`config.mk`:
```
export PLATFORM = sky130hd
export DESIGN_NAME = free_list
export DESIGN_NICKNAME = d
export VERILOG_FILES = /design/src/rtl/free_list.sv
export SDC_FILE = /design/constraint.sdc
export NUM_CORES = 1
export LEC_CHECK = 0
export CORE_UTILIZATION = 50
export CTS_CLUSTER_DIAMETER = 30
export DETAILED_ROUTE_END_ITERATION = 10
export GPL_TIMING_DRIVEN = 0
export HOLD_SLACK_MARGIN = 0.06
export PLACE_DENSITY = 0.63
export RECOVER_POWER = 100
export SLEW_MARGIN = 20
export SYNTH_ARGS = -nofsm -noshare
export SYNTH_HDL_FRONTEND = slang
export SYNTH_SLANG_ARGS = --single-unit
```
`constraint.sdc`:
```
create_clock -name clk -period 12.28 [get_ports clk]
set_clock_uncertainty 0.15 [all_clocks]
set_input_delay 1.842 -clock clk [delete_from_list [all_inputs] [get_ports clk]]
set_output_delay 1.842 -clock clk [all_outputs]
set_load 0.01 [all_outputs]
```
`src/rtl/free_list.sv`:
```
// Physical-register free list: circular FIFO of free preg IDs feeding the RAT.
// Define FREE_LIST_DBL_FREE_CHECK_EN to add in-list tracking and the dbl_free_err port.
module free_list #(
  parameter int NUM_PREGS    = 64,
  parameter int NUM_AREGS    = 32,
  parameter int RENAME_WIDTH = 2,
  parameter int PW           = $clog2(NUM_PREGS)
) (
  input  logic                       clk,
  input  logic                       rst,
  input  logic [RENAME_WIDTH-1:0]    alloc_req,
  output logic                       alloc_ok,
  output logic [PW*RENAME_WIDTH-1:0] alloc_preg,
  input  logic [RENAME_WIDTH-1:0]    rel_valid,
  input  logic [PW*RENAME_WIDTH-1:0] rel_preg,
  output logic [PW:0]                free_count,
  output logic                       overflow_err
`ifdef FREE_LIST_DBL_FREE_CHECK_EN
  ,
  output logic                       dbl_free_err
`endif
);
  localparam int NFREE0 = NUM_PREGS - NUM_AREGS;
  localparam logic [PW:0] CNT1    = (PW+1)'(1);
  localparam logic [PW:0] NPREG_C = (PW+1)'(NUM_PREGS);
  localparam logic [PW:0] CNT_RST = (PW+1)'(NFREE0);

  function automatic logic [NUM_PREGS-1:0][PW-1:0] init_mem();
    logic [NUM_PREGS-1:0][PW-1:0] m;
    m = '0;
    for (int i = 0; i < NFREE0; i++) m[i] = PW'(i + NUM_AREGS);
    return m;
  endfunction
  localparam logic [NUM_PREGS-1:0][PW-1:0] MEM_RST = init_mem();

  logic [NUM_PREGS-1:0][PW-1:0] r_mem, w_mem_nxt;
  logic [PW-1:0]                r_head, r_tail;
  logic [PW:0]                  r_count;
  logic                         r_ovf;

  logic [PW:0]                  w_need, w_grant, w_space, w_acc;
  logic [PW-1:0]                w_aoff, w_rp, w_widx;
  logic [RENAME_WIDTH-1:0][PW-1:0] w_aidx;
  logic                         w_drop, w_ok;

`ifdef FREE_LIST_DBL_FREE_CHECK_EN
  localparam logic [NUM_PREGS-1:0] INL_RST = {NUM_PREGS{1'b1}} << NUM_AREGS;
  logic [NUM_PREGS-1:0] r_inlist, w_inl_nxt, w_seen;
  logic                 r_dbl, w_dbl;
  assign dbl_free_err = r_dbl;
`endif

  assign free_count   = r_count;
  assign overflow_err = r_ovf;

  // Allocation: requesting lanes are compacted onto consecutive head entries.
  always_comb begin
    w_need     = '0;
    w_aoff     = '0;
    w_aidx     = '0;
    alloc_preg = '0;
    for (int k = 0; k < RENAME_WIDTH; k++) begin
      w_aidx[k] = r_head + w_aoff;
      if (alloc_req[k]) begin
        alloc_preg[k*PW +: PW] = r_mem[w_aidx[k]];
        w_aoff = w_aoff + PW'(1);
        w_need = w_need + CNT1;
      end
    end
    alloc_ok = (r_count >= w_need);
    w_grant  = alloc_ok ? w_need : '0;
  end

  // Release: capacity accounts for this cycle's granted allocations.
  always_comb begin
    w_space   = NPREG_C - (r_count - w_grant);
    w_acc     = '0;
    w_drop    = 1'b0;
    w_ok      = 1'b0;
    w_rp      = '0;
    w_widx    = '0;
    w_mem_nxt = r_mem;
`ifdef FREE_LIST_DBL_FREE_CHECK_EN
    w_seen    = r_inlist;
    w_inl_nxt = r_inlist;
    w_dbl     = 1'b0;
    for (int k = 0; k < RENAME_WIDTH; k++) begin
      if (alloc_ok && alloc_req[k]) begin
        if (!r_inlist[alloc_preg[k*PW +: PW]]) w_dbl = 1'b1;
        w_inl_nxt[alloc_preg[k*PW +: PW]] = 1'b0;
      end
    end
`endif
    for (int k = 0; k < RENAME_WIDTH; k++) begin
      w_rp = rel_preg[k*PW +: PW];
      w_ok = rel_valid[k];
`ifdef FREE_LIST_DBL_FREE_CHECK_EN
      // Already free, or repeated by an earlier lane this cycle.
      if (w_ok && w_seen[w_rp]) begin
        w_ok  = 1'b0;
        w_dbl = 1'b1;
      end
      if (w_ok) w_seen[w_rp] = 1'b1;
`endif
      if (w_ok) begin
        if (w_acc < w_space) begin
          w_widx            = r_tail + w_acc[PW-1:0];
          w_mem_nxt[w_widx] = w_rp;
`ifdef FREE_LIST_DBL_FREE_CHECK_EN
          w_inl_nxt[w_rp]   = 1'b1;
`endif
          w_acc = w_acc + CNT1;
        end else begin
          w_drop = 1'b1;
        end
      end
    end
  end

  always_ff @(posedge clk or negedge rst) begin
    if (!rst) begin
      r_mem   <= MEM_RST;
      r_head  <= '0;
      r_tail  <= PW'(NFREE0);
      r_count <= CNT_RST;
      r_ovf   <= 1'b0;
    end else begin
      r_mem   <= w_mem_nxt;
      r_head  <= r_head + w_grant[PW-1:0];
      r_tail  <= r_tail + w_acc[PW-1:0];
      r_count <= r_count - w_grant + w_acc;
      if (w_drop) r_ovf <= 1'b1;
    end
  end

`ifdef FREE_LIST_DBL_FREE_CHECK_EN
  always_ff @(posedge clk or negedge rst) begin
    if (!rst) begin
      r_inlist <= INL_RST;
      r_dbl    <= 1'b0;
    end else begin
      r_inlist <= w_inl_nxt;
      if (w_dbl) r_dbl <= 1'b1;
    end
  end
`endif
endmodule

```
==> metrics.txt <==
Synth Warn # 0; CP max-delay cell o32ai_1; Final ANT Viol Nets 0; Worst Max-Slew Pin Slew 4.74 ns; CTS tree built; CP max stage delay 1.28 ns; cts hold-fix bufs 0; cells resized by post-CTS repair 0; dominant synthesized flop cell dfrtp_1; worst hold path depth 2; Port Buf Inserts 27; Die Y 241 µm; Reg-to-Reg Start free_count[4]; CP endpoint kind register; WL per Instance 37.3 µm; r2r worst-path depth 19; leakage power 0.0144 µW; commonest cells in the synthesized netlist nor3_1, mux2i_1, a21oi_1, dfrtp_1, mux4_2; PwrDens 366 mW/mm²; vias in the first global route 26000; fin util 60.4%; via count 26400; sequential area share after synthesis 35.9%; Iteration-0 DRC Markers 3998; VDD IR max 230 µV; Finished Cell Area 0.0341 mm²; failing checks capacitance limit, slew limit; crit path launch type primary input; die area 0.0580 mm²; HP Start r_mem[147]; synth top area cells dfrtp_1, mux4_2, mux2i_1; Synth Area in XOR/XNOR 0.960%; WP data required 12.65 ns; largest net degree at the start of global routing 84; flop2flop setup slack 3.77 ns; Final min period 10.34 ns; syn_nets 2610; smallest hold slack 0.353 ns; area leader, netlist dfrtp_1; 1st-pass router iterations 8; DRT Wirelength 134000 µm; CP Max Fanout 10; final-layout fill cell count 4780; async set or reset register ratio after synthesis 100%; Clock Sinks 404; Vias/cell 7.37; share of power burned in registers 20.9%; Hold Path Sink r_mem[147]; DPL Wire Length 97100 µm; post-synth cell types 64; share of cells above drive strength 1 27.4%; clock-pin slew on the worst setup and hold paths 0.05 ns; Core ar. 0.0564 mm²; RSZ-0062 raised after global routing no; hold crit path type register to register; H-tree Lvls 3; Mapped Avg Cell Area 11.1 µm²; FP Rows 87; Clock Tree Root clkbuf_16; die width 241 µm; Simple-Gate Fraction of Synth Area 12.2%; Max Buffers Root-to-Sink 3; status finished, violations left; final period utilization 84.2%; #FFs+latches synth 404; Post-DP Area 0.0300 mm²; top cell type's share of synthesized area 25.4%; most frequent cell after synthesis nor3_1; pre-CTS WS 2.38 ns; cell area after synthesis 0.0285 mm²; Worst slew margin -216%; Final Hold Fails 0; Switching Fraction 45.8%; global route total overflow 0; total of max-cap violations 5; cell chain of the critical path dlygate4sd3_1 > ha_1 > ha_1 > o21ai_0 > nand3_1 > and2_0 > ha_1 > fa_1 > xnor2_1 > and3_1 > nand3b_1 > o32ai_1 > a31oi_1 > ha_1 > ha_1 > clkbuf_1 > nand2_1 > nor3_1 > o311ai_0 > clkbuf_1 > nor2_1 > a21oi_2; Clock Latency Late Sink 0.69 ns; DRC 0; gr usage total 46.7%; number of synthesized flops with an enable pin 0; mux cell area share after synthesis 30.4%; Worst Path Buf+Inv 3; first-pass GRT wire length 189000 µm; Comb power frac 53.5%; routability cong. 1.08; sw power 5710 µW; critical setup path kind primary input to register; P_int 6770 µW; Max Clk Rate 96.7 MHz; fin nets 2764; Worst R2R End r_mem[311]; Synth Area in Compound Gates 14.8%; number of CTS-inserted buffers 115; Mapped Cells 2571; final max-slew violation count 289; initial antenna violation count 6; Adder-Cell Fraction of Synth Area 1.03%; number of top-level pins 39; setup repair bufs after CTS 0; area delta synth->final 19.4%; Worst path top cell family by delay compound AO/OA/AOI/OAI gates; Clock power frac 25.7%; Starting Density 50.6%; Setup violations, final 0; fin worst setup slack 1.94 ns; largest family of logic cells by synthesized area multiplexers; critical path arrival 10.71 ns; most frequent CP cell ha_1
==> worst min-delay path, stage by stage (launching register included) <==
cell and delay (ns):
dfstp_2 0.37, nand2_1 0.05, a31oi_1 0.07
==> state kept, by name, summed over array words and instances (netlist names) <==
signal,count
r_mem,384
free_count,7
r_head,6
r_tail,6
overflow_err,1
==> kinds of logic after synthesis <==
kind of cell,count (synthesis)
xor gates and xnor gates,28
AOI/OAI and AO/OA,537
muxes,567
adders and majority gates,21
and+or+nand+nor,718
DFF,404
buffers and inverters,296
==> how the worst max path moves through the flow <==
stage,slack (ns),startpoint,end,depth (start not counted)
finish,1.94,alloc_req[0],r_mem[311],22
global route,1.74,alloc_req[0],r_mem[27],23
CTS,2.71,alloc_req[0],alloc_preg[7],12
floorplan,4.97,alloc_req[0],r_mem[122],22
detailed placement,2.38,alloc_req[0],r_mem[73],23
global placement,-9.18,rst,r_mem[120],1
==> metal layers <==
layer	vias to the layer above	global-route usage, %	wire length, µm
met1	13300	56.8	46600
met2	2231	67.5	57100
li1	10300	-	-
met3	622	17.4	18000
met5	-	0.168	80
met4	6	35.3	12000
==> power groups by stage <==
stage | registers [µW] | clock network (µW) | logic (µW)
2_1_floorplan | 2380 | 0 | 4240
3_3_place_gp | 2530 | 0 | 6240
3_5_place_dp | 2570 | 0 | 6360
4_1_cts | 2570 | 3190 | 6390
5_1_grt | 2650 | 3270 | 6770
6_report | 2600 | 3200 | 6680
==> through the flow <==
step | setup TNS [ns] | total power (µW) | cells
after detailed placement | 0 | 8940 | 3364
final | 0 | 12500 | 3585
after CTS | 0 | 12200 | 3582
after global placement | -3055.66 | 8770 | 3354
after floorplan | 0 | 6610 | 2571
after global routing | 0 | 12700 | 3582
==> area by class of cell <==
type	count	area, µm²	area share (%)
timing repair buffer	37	387	1.13
antenna	3	7.51	0.0220
inverter	19	71.3	0.209
clock inverter	58	817	2.40
buffer	277	1290	3.77
clock buffer	160	3340	9.79
multi-input combinational	1871	17000	49.8
tap	756	946	2.78
sequential	404	10300	30.1
==> layout by cell type (no fill, tap or decap), types with 33 or more instances in the layout <==
| cell | instances |
|---|---|
| a31oi_1 | 36 |
| nand2_1 | 113 |
| nand3_1 | 49 |
| clkbuf_1 | 202 |
| a21oi_1 | 318 |
| nor2_1 | 91 |
| o31ai_4 | 59 |
| a21oi_2 | 33 |
| dfstp_2 | 114 |
| mux2i_1 | 325 |
| mux4_2 | 240 |
| buf_2 | 47 |
| nor3_1 | 381 |
| clkbuf_16 | 116 |
| dfrtp_1 | 290 |
No activity file was read; power rests on OpenSTA's default activity.
==> patch: new RTL, same flow settings <==
Set the parameter `NUM_PREGS` to 32 (it was 64).
--- a/src/rtl/free_list.sv
+++ b/src/rtl/free_list.sv
@@ -1,7 +1,7 @@
 // Physical-register free list: circular FIFO of free preg IDs feeding the RAT.
 // Define FREE_LIST_DBL_FREE_CHECK_EN to add in-list tracking and the dbl_free_err port.
 module free_list #(
-  parameter int NUM_PREGS    = 64,
+  parameter int NUM_PREGS    = 32,
   parameter int NUM_AREGS    = 32,
   parameter int RENAME_WIDTH = 2,
   parameter int PW           = $clog2(NUM_PREGS)
Ports: changed (resized alloc_preg, free_count and rel_preg); port bits go from 39 to 34. The function was not compared with the original's and may differ.
==> patch against the original RTL <==
The flow still finishes with violations (max-capacitance violations, max-slew violations). Sequential cell count fell by 227. Fmax is 3.4% higher. Non-clock buffer count decreased by 128. Power fell by 63%. Worst hold slack lost 0.048 ns. Wire length decreased by 61%. Cell area shrank 59%. Area after synthesis is 55% lower. Setup slack better by 0.34 ns. Register-to-register slack improved by 0.45 ns. Highest routed layer unchanged.
==> patch: results (changes against the original RTL) <==
| Metric | Value |
|---|---|
| Failing checks | `max-capacitance violations, max-slew violations (unchanged)` |
| Sequential area share after synthesis | `34.6% (was 35.9%)` |
| Routed wl met3 | `7460 um (was 18,000 um)` |
| Multi-input gates | `974 (was 1,871)` |
| Final nets | `1,411 (was 2,764)` |
| Max-Cap Viols | `2 (was 5)` |
| CTS clock-pin slew for the worst setup and hold paths | `0.08 ns (was 0.05 ns)` |
| Worst Hold Endpoint | `overflow_err (was r_mem[147])` |
| FF+latch area | `4430 um^2 (was 10,300 um^2)` |
| Clock Path Buffers | `2 (was 3)` |
| Top post-synthesis cells by area | `dfrtp_1 (35%), mux4_2 (16%), a31oi_1 (7.4%) (was dfrtp_1 (25%), mux4_2 (19%), mux2i_1 (11%))` |
| Met1 WL | `19,300 um (was 46,600 um)` |
| Hpwl dp | `37,600 um (was 97,100 um)` |
| Vias per cell | `7.33 (was 7.37)` |
| I/O Buffers | `32 (was 27)` |
| Non-clk bufs | `186 (was 314)` |
| Slew Viols, Final | `85 (was 289)` |
| Min-Delay Path Depth | `1 (was 2)` |
| Met2 wire length | `21,800 um (was 57,100 um)` |
| Clk_lat worst skew | `0.46 ns (was 0.69 ns)` |
| Outcome | `finished with violations (unchanged)` |
| Commonest cells post-synth | `dfrtp_1 (177), nor3_1 (162), a31oi_1 (152), o21ai_0 (128), nand3_1 (111) (was nor3_1 (386), mux2i_1 (325), a21oi_1 (311), dfrtp_1 (290), mux4_2 (240))` |
| Reg-to-reg startpoint | `free_count[0] (was free_count[4])` |
| Signal buf overhead | `7.67% (was 4.91%)` |
| Inverters | `17 (was 19)` |
| Global-route wire length before repair | `77,700 um (was 189,000 um)` |
| R2R setup slack | `4.22 ns (was 3.77 ns)` |
| Total track usage | `41.1% (was 46.7%)` |
patch: changes by cell type after synthesis, moves of 113 or more:
cell	unedited run	this run
a21oi_1	311	12
a31oi_1	36	152
clkbuf_1	185	70
dfrtp_1	290	177
dfstp_2	114	0
mux2i_1	325	24
mux4_2	240	92
nor3_1	386	162
o21ai_0	7	128
patch: routing by layer:
layer	up-vias	global-route usage, %
li1	5156	-
met1	6087	55.0
met2	1090	58.1
met3	241	13.7
met4	2	23.9
met5	-	0
patch: how the worst max path moves through the flow:
stage                    end  slack, ns  cells after the start          from
3_3_place_gp       r_mem[33]       1.45                      1           rst
6_report           r_mem[86]       2.29                     22  alloc_req[0]
5_1_grt            r_mem[65]       1.96                     22  alloc_req[1]
3_5_place_dp       r_mem[91]       3.85                     23  alloc_req[1]
2_1_floorplan     r_mem[140]       5.48                     21  alloc_req[0]
4_1_cts        alloc_preg[6]       4.08                     10  alloc_req[0]
patch: cell families (layout without fill, tap and decap cells):
family | Yosys count | in the layout | share of synthesized area, %
mux | 126 | 126 | 19.9
flops | 177 | 177 | 34.6
xor+xnor | 16 | 16 | 1.21
simple gates | 456 | 456 | 18.3
compound gates | 354 | 354 | 17.2
buf+inv | 169 | 235 | 6.36
fa+ha+maj | 22 | 22 | 2.39
patch: power by group through the flow:
stage                     clock [W]  combinational [W]  sequential (W)
after floorplan                   0            0.00187         0.00103
after global placement            0            0.00272         0.00112
after detailed placement          0            0.00275         0.00113
after CTS                  0.000551            0.00276         0.00112
after global routing       0.000576            0.00297         0.00117
final                      0.000556            0.00286         0.00114
patch: through the flow:
stage	hold slack, ns	cells	cell area [um^2]	setup slack, ns	total power, W
2_1_floorplan	0.343	1320	12800	5.48	0.00290
3_3_place_gp	0.289	1682	13500	1.45	0.00384
3_5_place_dp	0.293	1683	13600	3.85	0.00388
4_1_cts	0.312	1715	14100	4.08	0.00443
5_1_grt	0.334	1716	14100	1.96	0.00471
6_report	0.305	1716	14100	2.29	0.00456
patch: worst max-delay path, stage by stage:
cell           delay [ns]
dlygate4sd3_1        0.64
ha_1                 0.35
ha_1                 0.27
o21ai_0              0.15
nand3_1              0.12
and2_0               0.23
ha_1                 0.23
fa_1                 0.64
ha_1                 0.23
nor2b_1              0.14
nand4_1              0.29
o41ai_1              1.26
a21oi_1              0.60
clkbuf_1             0.47
ha_1                 0.34
ha_1                 0.34
nor2_1               0.06
o21ai_0              0.18
clkbuf_1             0.72
clkbuf_1             0.73
nor3_1               0.12
a31oi_1              0.21
